<file path="src/rtl/ws2812_bit_encoder.sv">
// WS2812 single-wire NRZ serializer: 24-bit GRB words in (G7 first), one-word holding
// register for gap-free back-to-back pixels, and a latch low period after the last pixel.
module ws2812_bit_encoder #(
    parameter int unsigned T0H_CYCLES = 32,
    parameter int unsigned T1H_CYCLES = 64,
    parameter int unsigned BIT_CYCLES = 100,
    parameter int unsigned RST_CYCLES = 4000,
    parameter int unsigned CNT_WIDTH  = 16
) (
    input  logic        clk_in,
    input  logic        rst_in,
    input  logic        pixel_valid_in,
    input  logic [23:0] pixel_data_in,
    input  logic        pixel_last_in,
    output logic        pixel_ready_out,
    output logic        ws2812_data_out,
    output logic        busy_out,
    output logic        frame_done_out,
    output logic        underrun_out
);

    typedef enum logic [1:0] {IDLE, SHIFT, STALL, LATCH} state_t;

    localparam logic [CNT_WIDTH-1:0] T0H_CNT  = CNT_WIDTH'(T0H_CYCLES);
    localparam logic [CNT_WIDTH-1:0] T1H_CNT  = CNT_WIDTH'(T1H_CYCLES);
    localparam logic [CNT_WIDTH-1:0] BIT_LAST = CNT_WIDTH'(BIT_CYCLES - 1);
    localparam logic [CNT_WIDTH-1:0] RST_LAST = CNT_WIDTH'(RST_CYCLES - 1);

    state_t               state;
    logic                 hold_full;
    logic                 hold_last;
    logic [23:0]          hold_data;
    logic                 cur_last;
    logic [23:0]          shift_data;
    logic [4:0]           bit_idx;
    logic [CNT_WIDTH-1:0] bit_cnt;
    logic [CNT_WIDTH-1:0] rst_cnt;
    logic [CNT_WIDTH-1:0] high_cnt;

    logic accept;
    logic bit_end;
    logic word_end;
    logic load;
    logic hold_full_next;

    assign accept         = pixel_valid_in && pixel_ready_out;
    assign bit_end        = (state == SHIFT) && (bit_cnt == BIT_LAST);
    assign word_end       = bit_end && (bit_idx == 5'd0);
    // The shifter takes the held word when idle, stalled, or at the end of a non-final word.
    assign load           = hold_full && ((state == IDLE) || (state == STALL) || (word_end && !cur_last));
    assign hold_full_next = (hold_full && !load) || accept;
    assign high_cnt       = shift_data[23] ? T1H_CNT : T0H_CNT;

    // NOTE: all state here updates with non-blocking assignments so every branch reads
    // pre-edge values; blocking writes would make results depend on statement order.
    always_ff @(posedge clk_in) begin
        if (rst_in) begin
            state           <= IDLE;
            hold_full       <= 1'b0;
            pixel_ready_out <= 1'b0;
            bit_idx         <= '0;
            bit_cnt         <= '0;
            rst_cnt         <= '0;
            ws2812_data_out <= 1'b0;
            busy_out        <= 1'b0;
            frame_done_out  <= 1'b0;
            underrun_out    <= 1'b0;
        end else begin
            hold_full       <= hold_full_next;
            pixel_ready_out <= !hold_full_next;
            ws2812_data_out <= (state == SHIFT) && (bit_cnt < high_cnt);
            busy_out        <= (state != IDLE);
            frame_done_out  <= 1'b0;
            underrun_out    <= 1'b0;

            unique case (state)
                IDLE, STALL: begin
                    if (load) begin
                        state   <= SHIFT;
                        bit_cnt <= '0;
                        bit_idx <= 5'd23;
                    end
                end
                SHIFT: begin
                    if (!bit_end) begin
                        bit_cnt <= bit_cnt + 1'b1;
                    end else begin
                        bit_cnt <= '0;
                        if (bit_idx != 5'd0) begin
                            bit_idx <= bit_idx - 1'b1;
                        end else if (cur_last) begin
                            state   <= LATCH;
                            rst_cnt <= '0;
                        end else if (hold_full) begin
                            bit_idx <= 5'd23;
                        end else begin
                            state        <= STALL;
                            underrun_out <= 1'b1;
                        end
                    end
                end
                LATCH: begin
                    if (rst_cnt == RST_LAST) begin
                        state          <= IDLE;
                        rst_cnt        <= '0;
                        frame_done_out <= 1'b1;
                    end else begin
                        rst_cnt <= rst_cnt + 1'b1;
                    end
                end
                default: state <= IDLE;
            endcase
        end
    end

    // NOTE: the data path has no reset; its contents are only observed after a load
    // qualified by the reset-cleared hold_full flag and state.
    always_ff @(posedge clk_in) begin
        if (accept) begin
            hold_data <= pixel_data_in;
            hold_last <= pixel_last_in;
        end
        if (load) begin
            shift_data <= hold_data;
            cur_last   <= hold_last;
        end else if (bit_end && (bit_idx != 5'd0)) begin
            shift_data <= {shift_data[22:0], 1'b0};
        end
    end

endmodule

</file>
<file path="config.mk">
export PLATFORM = sky130hd
export DESIGN_NAME = ws2812_bit_encoder
export DESIGN_NICKNAME = d
export VERILOG_FILES = /design/src/rtl/ws2812_bit_encoder.sv
export SDC_FILE = /design/constraint.sdc
export NUM_CORES = 1
export LEC_CHECK = 0
export CORE_MARGIN = 2
export CORE_UTILIZATION = 45
export CTS_BUF_LIST = sky130_fd_sc_hd__clkbuf_8
export DETAILED_ROUTE_END_ITERATION = 8
export PLACE_DENSITY = 0.67
export SLEW_MARGIN = 10
export SYNTH_ARGS = -nofsm -noshare
export SYNTH_HDL_FRONTEND = slang
export SYNTH_SLANG_ARGS = --single-unit
</file>
<file path="constraint.sdc">
create_clock -name clk_in -period 4 [get_ports clk_in]
set_clock_uncertainty 0.2 [all_clocks]
set_input_delay 0.8 -clock clk_in [delete_from_list [all_inputs] [get_ports clk_in]]
set_output_delay 0.8 -clock clk_in [all_outputs]
set_load 0.01 [all_outputs]
</file>
# == Word-level counts from Yosys, hierarchy flattened ==
# Index checks and enable logic that the tools add are counted.
# word_totals
register_bits,95
latch_bits,0
ramBits,0
romBits,0
wordCells,88
mem_count,0
# classes
n_addsub,3
n_mul,0
n_div,0
n_lt_le_gt_ge,1
n_eq_ne,13
shift,0
muxes,26
bitwise_logic,3
n_reduce_logical,28
# ops
op,n
two-way mux 16 bit,6
one-hot mux 16 bit (2 select lines),2
two-way mux 24 bit,2
"adder 16 x 1 -> 16 bit, second input constant",2
two-way mux 5 bit,5
"equality test 16 x 12 -> 1 bit, second input constant",1
"equality test 16 x 7 -> 1 bit, second input constant",1
less-than comparator 16 x 7 -> 1 bit,1
two-way mux 2 bit,6
"inequality test 2 bit, second input constant",5
one-hot mux 5 bit (2 select lines),1
AND reduction 5 bit,2
logical AND 1 bit,8
nonzero test 2 bit,4
two-way mux 7 bit,1
"inequality test 3 x 2 -> 1 bit, second input constant",2
one-hot mux 2 bit (3 select lines),1
zero test 5 bit,1
nonzero test 5 bit,1
OR reduction 5 bit,1
"subtractor 5 x 1 -> 5 bit, second input constant",1
"equality test 2 bit, second input constant",2
AND reduction 4 bit,1
OR reduction 2 bit,2
8 further kinds,15

# == Logic depth before layout (Yosys ltp) ==
# depth
depth_word,10
ltp_mapped,10
ltp_nobuf,8

# == Worst setup path before layout ==
# Ideal clock, no wire load.
# synth_timing
kind,register to register
start,register bit_cnt[0]
end,register bit_idx[3]
setup_time_ns,0.120
arrival_time_ns,2.725
required_ns,3.680
setup_slack_ns,0.955
path_stages_with_launch,7
path_buffers,0
cell_sequence,dfxtp_1 -> ha_1 -> nor4b_2 -> nand4_1 -> o21ai_1 -> nand3_1 -> o2111a_1
# synth_via
elab_chain_len,8
elab_cells_between_ends,9
# synth_lines
element,line,source
"start, declared",36,logic [CNT_WIDTH-1:0] bit_cnt;
"start signal, assigned",86,bit_cnt <= bit_cnt + 1'b1;
equality test 16 x 7 -> 1 bit (*),47,assign bit_end = (state == SHIFT) && (bit_cnt == BIT_LAST);
logical AND 1 bit (*),47,
logical AND 1 bit,48,assign word_end = bit_end && (bit_idx == 5'd0);
logical AND 1 bit,50,assign load = hold_full && ((state == IDLE) || (state == STALL) || (word_end && !cur_last));
logical OR 1 bit,50,
logical AND 1 bit,50,
inequality test 2 bit (no line),--,
AND reduction 5 bit (no line) (*),--,
"end signal, assigned",90,bit_idx <= bit_idx - 1'b1;
"end, declared",35,logic [4:0] bit_idx;
# Every way passes the cells marked *; elsewhere a longest branch is shown, timed or not.
# A chain may end at the register's enable or synchronous reset.

# == Worst setup path in the final report ==
# layout_timing
start,register bit_cnt[1]
end,"register shift_data[23], data pin"
# layout_via
elab_chain_len,7
# layout_lines
element,line,source
equality test 16 x 7 -> 1 bit,47,
logical AND 1 bit,47,
logical AND 1 bit,48,
logical AND 1 bit,50,
logical OR 1 bit,50,
logical AND 1 bit,50,
two-way mux 24 bit,123,if (load) begin
"end signal, assigned",124,shift_data <= hold_data;
"end signal, assigned",127,"shift_data <= {shift_data[22:0], 1'b0};"
"end, declared",34,logic [23:0] shift_data;
# Every way passes these cells.

==> out/summary.txt <==
RSZ-0062 raised after global routing: no
f_max: 359 MHz
antenna diode count: 0
initial DRC count: 74
r2r setup slk: 1.22 ns
Post-Layout Inst Area: 4780 um2
Arr. time, crit path: 2.70 ns
Fin. Hold Viols: 0
first-pass GRT wire length: 12.7 mm
Vias/cell: 5.61
met3 wire len: 326 um
post-DP HPWL: 4.97 mm
synth warn: 0
max cap viols: 0
drt wl/cell: 14.8 um
cells on worst reg2reg path: 6
vias in the first global route: 2,640
Tmin final: 2.78 ns
power share of the combinational group: 6.2%
share of layout cells above drive strength 1: 11.8%
status: completed
Total GRT Usage: 15.9%
async set or reset register ratio after synthesis: 0%
Placer Congestion: 0.876
Worst EP required: 3.92 ns
DRT antenna net count: 0
CTS root buf: clkbuf_8
area of the die: 10,100 um2
DP Area: 4580 um2
post_cts resized: 0
Crit Path Max Fanout: 26
Final Core Density: 52.2%
CTS tree: yes
largest net degree at the start of global routing: 31
DR WL met2: 3.54 mm
PD cells: 381 nW/um2
setup TNS: 0 ns
Flop pwr share: 58.5%
DR pass1 iterations: 4
Site Rows: 35
H-tree levels: 3
Clk Latency, worst-skew pair: 0.36 ns
routed vias: 2,804
CTS Buf Count: 9
transition time of the tightest slew-check pin: 0.933 ns
kind of critical path: register to register
# IOs: 33
final wirelength: 7.40 mm
max-slew violations: 0
max_slew headroom: 37.8%
fin crit share: 69.6%
Main synth FF type: edfxtp_1
Syn Nets: 386
Worst Setup End Kind: register
R2R Path End: shift_data[23]$_DFFE_PP_
Layout area overhead: 13.9%
clock buffer depth: 2
Synth Register Bits: 95
GRT overflow: 0
die width: 101 um
post-CTS setup buffers: 0
Worst-path clk slew: 0.09 ns
Synth Cell Area: 4200 um2
register area share after synthesis: 57.2%
leakage: 0.00163 uW
FF-to-FF Start: bit_cnt[1]$_SDFFE_PP0P_
post-synthesis instance total: 354
post-synth cell types: 55
Hold WS: 0.248 ns
Avg Cell Area, Syn: 11.9 um2
DRC: 0
PortBufs: 32
switch share: 22.7%
Post-layout nets: 416
clock sinks: 95
Hold Crit Endpoint: cur_last$_DFFE_PP_
CP startpoint kind: register
core area: 9150 um2
Met1 Routed Length: 3.47 mm
max layer used: met4
min-delay src: hold_last$_DFFE_PP_
Pint: 1410 uW
antenna violations before repair: 0
WHS Path Cells: 0
EDFF count, synth: 50
CTS Hold Bufs: 0
die height: 101 um
worst hold path type: register to register
NetSw: 413 uW
clock power share: 35.3%
Initial Util: 45.9%
maximum VDD drop: 0.000206 V
final setup fails: 0
## worst max-delay path by stage
stage | start | endpoint | slack, ns | depth (start not counted)
finish | bit_cnt[1]$_SDFFE_PP0P_ | shift_data[23]$_DFFE_PP_ | 1.22 | 6
global route | bit_cnt[1]$_SDFFE_PP0P_ | shift_data[23]$_DFFE_PP_ | 1.08 | 6
CTS | bit_cnt[0]$_SDFFE_PP0P_ | shift_data[23]$_DFFE_PP_ | 1.23 | 6
detailed placement | bit_cnt[0]$_SDFFE_PP0P_ | shift_data[23]$_DFFE_PP_ | 1.22 | 6
global placement | bit_cnt[0]$_SDFFE_PP0P_ | shift_data[2]$_DFFE_PP_ | 1.32 | 6
floorplan | bit_cnt[0]$_SDFFE_PP0P_ | bit_idx[3]$_SDFFE_PP0P_ | 0.95 | 6
## logic make-up (layout without fill, tap and decap cells)
| logic type | after synthesis | in the layout | synth area share (%) |
|---|---|---|---|
| buf+inv | 24 | 59 | 3.16 |
| mux | 23 | 23 | 7.69 |
| flops | 95 | 95 | 57.2 |
| fa+ha+maj | 4 | 4 | 1.19 |
| simple gates | 135 | 135 | 18.4 |
| xor+xnor | 12 | 12 | 2.50 |
| compound gates | 61 | 61 | 9.80 |
## state kept, by name, indices dropped and copies added, names as in the netlist
signal	count
bit_cnt	16
rst_cnt	16
cur_last	1
hold_full	1
bit_idx	5
pixel_ready_out	1
hold_last	1
frame_done_out	1
ws2812_data_out	1
busy_out	1
shift_data	24
hold_data	24
state	2
underrun_out	1
## layout make-up
type / instances / area (um2)
fill: 776 / 4370
multi-input combinational: 235 / 1670
inverter: 8 / 30.0
sequential: 95 / 2400
clock inverter: 7 / 76.3
timing repair buffer: 35 / 343
clock buffer: 9 / 124
tap: 111 / 139
## per-stage QoR
stage               power (uW)  setup WS [ns]  instances
CTS                       1850           1.23        500
finish                    1820           1.22        500
floorplan                 1160          0.955        354
global route              1910           1.08        500
global placement          1200           1.32        484
detailed placement        1200           1.22        484
## cells in the mapped netlist (3+ instances only)
library cell  instances  area, um2
a21oi_1              19       95.1
a41oi_1               4       35.0
edfxtp_1             50       1500
nand4_1              13       81.3
a211oi_1              3       22.5
ha_1                  4       50.1
dfxtp_1              45        901
clkbuf_1              9       33.8
mux2_1                6       67.6
nor2b_1               3       18.8
nand2_1              15       56.3
xnor2_1               5       43.8
xor2_1                7       61.3
and3_1                6       37.5
o21ai_1               8       40.0
or4_1                 7       52.6
and2_1                3       18.8
o21ai_0               3       15.0
mux2_4               17        255
nor2_1               32        120
or3_1                 5       31.3
buf_6                 5       56.3
and4_1                3       26.3
inv_1                 7       26.3
nor3_1                8       40.0
nor4_1                4       25.0
nand3_1              17       85.1
o31ai_1               3       22.5
nand2b_1              4       25.0
a31oi_1               3       18.8
a311oi_1              4       35.0
## layer usage
layer	vias up	global-route usage (%)
li1	1402	-
met1	1333	21.6
met2	63	24.9
met3	6	4.85
met4	0	4.32
met5	-	0
## power groups by stage
stage          registers [uW]  logic [uW]  clock network [uW]
6_report                 1070         113                 643
5_1_grt                  1070         125                 716
4_1_cts                  1070         115                 667
3_5_place_dp             1090         115                   0
3_3_place_gp             1090         112                   0
2_1_floorplan            1090        72.8                   0
## cell usage in the layout (no fill, tap or decap), types with 5 or more instances in the layout
| cell type | count |
|---|---|
| a21oi_1 | 19 |
| and3_1 | 6 |
| clkbuf_8 | 9 |
| clkdlybuf4s50_1 | 32 |
| dfxtp_1 | 45 |
| edfxtp_1 | 50 |
| inv_1 | 8 |
| mux2_1 | 6 |
| mux2_4 | 17 |
| nand2_1 | 15 |
| nand3_1 | 17 |
| nand4_1 | 13 |
| nor2_1 | 32 |
| nor3_1 | 8 |
| o21ai_1 | 7 |
| or3_1 | 5 |
| or4_1 | 7 |
| xnor2_1 | 5 |
| xor2_1 | 7 |
## critical path, cell delays in order (launching register included)
cell and delay (ns):
dfxtp_1 0.42, ha_1 0.33, nor4b_2 0.29, and4_1 0.42, a21oi_2 0.11, nand2b_4 0.36, mux2_1 0.40
Note: power is estimated with default switching activity, not from simulation.
